$ cat config.mk
export PLATFORM = sky130hd
export DESIGN_NAME = micro_program_automate_core
export DESIGN_NICKNAME = d
export VERILOG_FILES = /design/src/rtl/micro_program_automate_core.sv
export SDC_FILE = /design/constraint.sdc
export NUM_CORES = 1
export LEC_CHECK = 0
export ABC_AREA = 1
export ABC_CLOCK_PERIOD_IN_PS = 1400
export CORE_MARGIN = 2
export CORE_UTILIZATION = 45
export CTS_BUF_LIST = sky130_fd_sc_hd__clkbuf_4 sky130_fd_sc_hd__clkbuf_8
export CTS_CLUSTER_SIZE = 24
export DETAILED_ROUTE_END_ITERATION = 8
export PLACE_DENSITY = 0.68
export SLEW_MARGIN = 20
export SYNTH_ARGS = -nofsm -noshare
export SYNTH_HDL_FRONTEND = slang
export SYNTH_SLANG_ARGS = --single-unit
$ cat constraint.sdc
create_clock -name clk -period 1.4 [get_ports clk]
set_input_delay 0.35 -clock clk [delete_from_list [all_inputs] [get_ports clk]]
set_output_delay 0.35 -clock clk [all_outputs]
set_load 0.02 [all_outputs]
$ cat src/rtl/micro_program_automate_core.sv
// rtl/micro_program_automate_core.sv - CAMAC S1/S2 strobe sequencer and local register strobe
// Host drops sel to start a cycle; rdy stays low until the sequence reaches DONE.
module micro_program_automate_core #(
  parameter int C1_LEN  = 4,
  parameter int GAP_LEN = 2,
  parameter int C2_LEN  = 4,
  parameter int REG_LEN = 2
) (
  input  logic       clk,
  input  logic       reset_n,
  input  logic [1:0] a,
  input  logic       w,
  input  logic       sel,
  input  logic       tim,
  input  logic       ie,
  input  logic       cx1,
  output logic       rdy,
  output logic       c1,
  output logic       c2,
  output logic       sel2,
  output logic       x0,
  output logic       x1
);

  localparam int MAX_A   = (C1_LEN > GAP_LEN) ? C1_LEN : GAP_LEN;
  localparam int MAX_B   = (C2_LEN > REG_LEN) ? C2_LEN : REG_LEN;
  localparam int MAX_LEN = (MAX_A > MAX_B) ? MAX_A : MAX_B;
  localparam int CW      = (MAX_LEN > 1) ? $clog2(MAX_LEN) : 1;

  localparam logic [CW-1:0] C1_LAST  = CW'(C1_LEN - 1);
  localparam logic [CW-1:0] GAP_LAST = CW'(GAP_LEN - 1);
  localparam logic [CW-1:0] C2_LAST  = CW'(C2_LEN - 1);
  localparam logic [CW-1:0] REG_LAST = CW'(REG_LEN - 1);

  typedef enum logic [2:0] {
    S_IDLE,
    S_LATCH,
    S_C1,
    S_GAP,
    S_C2,
    S_REG,
    S_DONE
  } state_t;

  state_t        r_state;
  logic [CW-1:0] r_cnt;
  logic          r_reg_acc;
  logic          r_write;

  // Outputs are set on the transition into a state so they line up with it.
  always_ff @(posedge clk) begin
    if (!reset_n) begin
      r_state   <= S_IDLE;
      r_cnt     <= '0;
      r_reg_acc <= 1'b0;
      r_write   <= 1'b0;
      rdy       <= 1'b1;
      c1        <= 1'b0;
      c2        <= 1'b0;
      sel2      <= 1'b0;
      x0        <= 1'b0;
      x1        <= 1'b0;
    end else begin
      case (r_state)
        S_IDLE: begin
          if (!sel) begin
            r_reg_acc <= a[1];
            r_write   <= w;
            r_state   <= S_LATCH;
            rdy       <= 1'b0;
            x1        <= 1'b0;
          end
        end

        S_LATCH: begin
          r_cnt <= '0;
          if (!r_reg_acc) begin
            r_state <= S_C1;
            c1      <= 1'b1;
            x0      <= 1'b0;
          end else begin
            r_state <= S_REG;
            sel2    <= 1'b1;
          end
        end

        S_C1: begin
          if (!tim) begin
            if (r_cnt == C1_LAST) begin
              r_cnt <= '0;
              c1    <= 1'b0;
              x0    <= cx1;
              if (r_write) begin
                r_state <= S_GAP;
              end else begin
                r_state <= S_DONE;
                rdy     <= 1'b1;
                x1      <= ie & cx1;
              end
            end else begin
              r_cnt <= r_cnt + 1'b1;
            end
          end
        end

        S_GAP: begin
          if (r_cnt == GAP_LAST) begin
            r_cnt   <= '0;
            r_state <= S_C2;
            c2      <= 1'b1;
          end else begin
            r_cnt <= r_cnt + 1'b1;
          end
        end

        S_C2: begin
          if (!tim) begin
            if (r_cnt == C2_LAST) begin
              r_cnt   <= '0;
              c2      <= 1'b0;
              r_state <= S_DONE;
              rdy     <= 1'b1;
              x1      <= ie & x0;
            end else begin
              r_cnt <= r_cnt + 1'b1;
            end
          end
        end

        S_REG: begin
          if (r_cnt == REG_LAST) begin
            r_cnt   <= '0;
            sel2    <= 1'b0;
            r_state <= S_DONE;
            rdy     <= 1'b1;
          end else begin
            r_cnt <= r_cnt + 1'b1;
          end
        end

        S_DONE: begin
          if (sel) begin
            r_state <= S_IDLE;
          end
        end

        default: begin
          r_state <= S_IDLE;
          r_cnt   <= '0;
          rdy     <= 1'b1;
          c1      <= 1'b0;
          c2      <= 1'b0;
          sel2    <= 1'b0;
        end
      endcase

      // Interrupt enable low masks the request on every clock.
      if (!ie) begin
        x1 <= 1'b0;
      end
    end
  end

endmodule

# After elaboration in Yosys (flattened, before gate mapping)
# Index checks and enable logic that the tools add are counted.
[totals] reg_bits=13 latchBits=0 ramBits=0 mem_bits_ro=0 input_bits=9 out_inout_bits=6 elab_cells=100 mem_count=0
[op_classes] n_addsub=1 n_mul=0 n_div=0 magnitude_cmp=0 eq_ne=20 shift=0 mux=41 bitwise_logic=8 reduce_logical=20
[ops] operator="two-way mux 3 bit" count=10
[ops] operator="!= test 2 bit (second input constant)" count=12
[ops] operator="case mux 3 bit (7 select lines)" count=1
[ops] operator="two-way mux 1 bit" count=20
[ops] operator="AND reduction 8 bit" count=2
[ops] operator="OR reduction 5 bit" count=3
[ops] operator="case mux 1 bit (3 select lines)" count=4
[ops] operator="AND reduction 4 bit" count=3
[ops] operator="equality test 3 bit (second input constant)" count=3
[ops] operator="AND reduction 7 bit" count=1
[ops] operator="equality test 3 x 2 -> 1 bit (second input constant)" count=2
[ops] operator="two-way mux 2 bit" count=3
[ops] operator="NOT 1 bit" count=6
[ops] operator="case mux 2 bit (3 select lines)" count=1
[ops] operator="AND reduction 2 bit" count=3
[ops] operator="OR reduction 2 bit" count=3
[ops] operator="case mux 1 bit (5 select lines)" count=1
[ops] operator="equality test 3 x 1 -> 1 bit (second input constant)" count=1
[ops] operator="zero test 3 bit" count=1
[ops] operator="AND reduction 3 bit" count=1
[ops] operator="nonzero test 3 bit" count=1
[ops] operator="OR reduction 3 bit" count=1
[ops] operator="adder 2 x 1 -> 2 bit (second input constant)" count=1
[ops] operator="bitwise AND 1 bit" count=2
[ops] operator="4 further kinds" count=4

# Longest topological paths before layout
[depth] ltp_word=5 mapped_depth=10 depth_no_buf=10

# Worst setup path after synthesis
# Ideal clock, no wire load.
[synth_timing] path_type="register to register" from="register r_cnt[0]" to="register x1" setup_ps=115 t_arrival_ps=1095 slack_ps=190 path_stages_with_launch=9 synth_period_minus_slack_ps=1210 cell_sequence="dfxtp_1 > ha_1 > inv_1 > nand3_1 > nand2_1 > nor2_1 > nand3_2 > nand2_1 > nor2_1"
[synth_between] elab_chain_len=3 word_cells_on_any_way=4
[synth_rtl] item="from (decl)" line="46" source="logic [CW-1:0] r_cnt;"
[synth_rtl] item="from (signal assigned)" line="101" source="r_cnt <= r_cnt + 1'b1;"
[synth_rtl] item="from (signal assigned)" line="112" source="r_cnt <= r_cnt + 1'b1;"
[synth_rtl] item="from (signal assigned)" line="125" source="r_cnt <= r_cnt + 1'b1;"
[synth_rtl] item="equality test 2 bit (*)" line="89, 118"
[synth_rtl] item="!= test 2 bit (no line)"
[synth_rtl] item="AND reduction 7 bit (no line) (*)"
[synth_rtl] item="to (signal assigned)" line="98" source="x1 <= ie & cx1;"
[synth_rtl] item="to (signal assigned)" line="123" source="x1 <= ie & x0;"
[synth_rtl] item="to (decl)" line="22" source="output logic x1"
# Every way passes the cells marked *; elsewhere a longest branch is shown, timed or not.
# A chain may end at the register's enable or synchronous reset.

# Worst setup path in the final report
[layout_timing] from="register r_state[0]" to="register c2"
[layout_between] elab_chain_len=4 word_cells_on_any_way=14
[layout_rtl] item="from (decl)" line="45" source="state_t r_state;"
[layout_rtl] item="from (signal assigned)" line="53" source="r_state <= S_IDLE;"
[layout_rtl] item="from (signal assigned)" line="69" source="r_state <= S_LATCH;"
[layout_rtl] item="from (signal assigned)" line="78" source="r_state <= S_C1;"
[layout_rtl] item="equality test 3 bit, or another cell as far along" line="64" source="case (r_state)"
[layout_rtl] item="OR reduction 5 bit (no line)"
[layout_rtl] item="NOT 1 bit (no line)"
[layout_rtl] item="AND reduction 4 bit (no line)"
[layout_rtl] item="to (signal assigned)" line="59" source="c2 <= 1'b0;"
[layout_rtl] item="to (signal assigned)" line="110" source="c2 <= 1'b1;"
[layout_rtl] item="to (signal assigned)" line="120" source="c2 <= 1'b0;"
[layout_rtl] item="to (decl)" line="19" source="output logic c2,"
# Parallel ways exist; a longest one is shown, timed or not.

==> summary.md <==
| Metric | Value |
|---|---|
| Status | `finished, final reports clean` |
| Total Power | `0.00267 W` |
| Final design utilization | `0.615` |
| Max IR drop VDD | `1.15 mV` |
| Initial Utilization | `0.463` |
| Setup violations, final | `0` |
| Post-detailed-routing wire length | `~2600 um` |
| Cell Area, Synth | `0.00100 mm2` |
| Count of nets after finishing | `190` |
| Routed via count | `between 1000 and 1500` |
| Period minus WS final | `1.34 ns` |
| Total of flip-flops plus latches after synthesis | `13` |
| Count of final hold-check violations | `0` |
| Data required time of the critical path | `approximately 1.6 ns` |
| Count of flip-flops with a built-in enable after synthesis | `0` |
| Die Footprint | `0.00263 mm2` |
| ANT nets after route | `0` |
| Highest fanout seen on the critical path | `5` |
| Hold Buf Count CTS | `0` |
| IO Port Bufs | `13` |
| Routability congestion estimate | `0.932` |
| RSZ-0062 raised after global routing | `true` |
| Main area contributors after synthesis | `sky130_fd_sc_hd__dfxtp_1 (26%), sky130_fd_sc_hd__nand2_1 (13%), sky130_fd_sc_hd__nand3_1 (8.5%), sky130_fd_sc_hd__nor2_1 (8.2%), sky130_fd_sc_hd__a21oi_1 (6.0%)` |
| Cell Count, Final, Fillers Out | `about 200` |
| Number of antenna violations at the first check in global routing | `0` |
| Sequential cell area fraction in the yosys report | `0.259` |
| Core box area | `0.00217 mm2` |
| Multi-input logic area | `678 um2` |
| Worst slew pin tran | `0.321 ns` |
| Max Cap Violations | `0` |
| Post-route clock skew | `0.00482 ns` |
| Kind of capture point of the worst setup path | `register` |
| Number of global-route vias before repair | `940` |
| Top_reg_cell synth | `sky130_fd_sc_hd__dfxtp_1` |
| Layout cell share with drive strength beyond 1 | `0.328` |
| Count of warnings emitted by yosys | `0` |
| Top post-synthesis cells by count | `sky130_fd_sc_hd__nand2_1 (35), sky130_fd_sc_hd__nor2_1 (22), sky130_fd_sc_hd__nand3_1 (17)` |
| Post-route fraction of the period consumed by the critical path | `0.956` |
| GR Overflow Total | `0` |
| Critical path arrival | `roughly 1.6 ns` |
| Crit Path Class | `register to register` |
| Count of unique library cells instantiated by Yosys | `22` |
| Width of the chip | `51.3 um` |
| Synthesized netlist net count | `161` |
| Insertion delay to the later sink of the worst-skew pair | `0.28 ns` |
| Chain of cells forming the critical path | `buf_4 > nor2_4 > buf_4 > nand3_4 > buf_4 > nand3_1 > nand2_1 > a21oi_2` |
| Crit path top cell by count | `sky130_fd_sc_hd__buf_4` |
| Slowest library cell on the worst path | `sky130_fd_sc_hd__dfxtp_2` |
| Die Y | `~51 um` |
| Psw | `0.00131 W` |
| Share of flip-flops with an asynchronous set or reset | `0` |
| Worst min-delay path class | `register to register` |
| Power share of the combinational group | `0.684` |
| First-pass detailed-route iteration total | `4` |
| Initial DRC count | `25` |
| Ant diodes | `0` |
| Headroom to the max-slew limit | `0.786` |
| First-pass GRT wire length | `around 4000 um` |
| HPWL after detailed placement | `between 1500 and 2000 um` |
| Storage element area | `267 um2` |
| Dominant cell by count in the synthesized netlist | `sky130_fd_sc_hd__nand2_1` |
| Worst path max stage delay | `0.34 ns` |
| Cell row count | `17` |
| Deepest clock path buffer count | `2` |
| Per-instance average area after synthesis | `between 6 and 7 um2` |
| Internal power consumption | `0.00136 W` |
| Clock-pin slew on the worst setup and hold paths | `0.09 ns` |
| Overall Global Routing Usage | `0.207` |
| Kind of start point of the critical path | `register` |
| Detailed-route vias per instance | `roughly 5.2` |
| CTS H-Tree Depth | `1` |
| P_leak | `about 0.65 nW` |
| Clock Power Share | `0.099` |
| Number of buffers created by CTS | `3` |
| Count of fill cells added during filler insertion | `about 210` |
| Worst Hold Slack | `0.458 ns` |
| Instance count after placement with tap cells included | `200` |
| Pin count of the biggest net entering global routing | `14` |
| Synthesis-to-layout area growth | `32.9%` |
| Number of max-slew violations in the final report | `0` |
| Sequential Power Share | `0.217` |
| DRC | `0` |
| Average routed wire per standard cell | `12.8 um` |
| Yosys top cell area share | `0.259` |
| PD cells | `2000 mW/mm2` |
| Synthesized netlist cell count | `149` |
| Sinks on the clock net | `13` |
| Yosys top cell by area | `sky130_fd_sc_hd__dfxtp_1` |
| CTS root buffer | `sky130_fd_sc_hd__clkbuf_4` |
| Io pins | `15` |
| CTS tree | `built` |
| Sw Share | `0.491` |
| Final TNS setup | `0 ns` |
| Achievable clock frequency | `0.747 GHz` |
==> timing repair <==
item / in CTS / in global routing
resized for setup: 6 / 24
setup buffers: 0 / 1
endpoints found under the setup margin: 6 / 10
pin swaps: 0 / 6
==> flip-flops by register name, summed over array words and instances (netlist names) <==
| signal | flops |
|---|---|
| x1 | 1 |
| sel2 | 1 |
| r_reg_acc | 1 |
| r_write | 1 |
| c2 | 1 |
| r_state | 3 |
| c1 | 1 |
| rdy | 1 |
| x0 | 1 |
| r_cnt | 2 |
==> critical path: cells and delay by family, from the launching register on <==
| kind | cells | cell delay (ns) |
|---|---|---|
| AOI/OAI and AO/OA | 1 | 0.12 |
| buffers and inverters | 3 | 0.44 |
| DFF | 1 | 0.34 |
| and+or+nand+nor | 4 | 0.38 |
==> power by group through the flow <==
stage / clock [W] / sequential (W) / combinational (W)
after floorplan: 0 / 0.000584 / 0.00122
after detailed placement: 0 / 0.000568 / 0.00168
after global routing: 0.000285 / 0.000593 / 0.00202
after global placement: 0 / 0.000563 / 0.00163
after CTS: 0.000269 / 0.000560 / 0.00167
final: 0.000263 / 0.000580 / 0.00183
==> cells by family (layout without fill, tap and decap cells) <==
group,Yosys count,count (layout),share of synthesized area
buffers and inverters,18,46,0.112
AOI/OAI and AO/OA,19,19,0.0996
DFF,13,13,0.259
and+or+nand+nor,96,96,0.492
adders and majority gates,3,3,0.0374
==> stage by stage <==
stage	cell area [um2]	setup WS [ns]
6_report	1340	0.0621
5_1_grt	1340	-0.0183
4_1_cts	1260	0.00994
3_5_place_dp	1240	-0.212
3_3_place_gp	1240	-0.160
2_1_floorplan	1000	0.190
==> area by class of cell <==
class / instances / share of cell area
inverters: 13 / 0.0422
well taps: 28 / 0.0262
repair buffers: 29 / 0.201
multi-input cells: 118 / 0.508
flip-flops and latches: 13 / 0.200
clock buffers: 4 / 0.0225
==> placed cells by master (no fill, tap or decap), drive strengths merged <==
cell            n
dfxtp          13
dlygate4sd2     6
a21oi          12
clkdlybuf4s50   6
o21ai           5
nor2           30
ha              3
buf            16
nor3            1
nand3          21
nand2          41
nand4           3
inv            13
clkbuf          4
o211ai          2
dlymetal6s2s    1
==> worst paths after layout <==
kind                                               from                end  slack, ns  cells past startpoint
worst max-delay path            r_state[0]$_SDFFE_PN0P_    c2$_SDFFE_PN0P_       0.06                      8
worst min-delay path                  sel2$_SDFFE_PN0P_  sel2$_SDFFE_PN0P_       0.46                      2
worst max register to register  r_state[0]$_SDFFE_PN0P_    c2$_SDFFE_PN0P_       0.06                      8
worst min register to register        sel2$_SDFFE_PN0P_  sel2$_SDFFE_PN0P_       0.46                      2
==> per-layer routing <==
layer	vias up	global-route usage	part of all wire
li1	546	-	-
met1	479	0.251	0.46
met2	32	0.335	0.46
met3	13	0.0351	0.042
met4	0	0.136	0.039
met5	-	0	0
No activity file was read; power rests on OpenSTA's default activity.
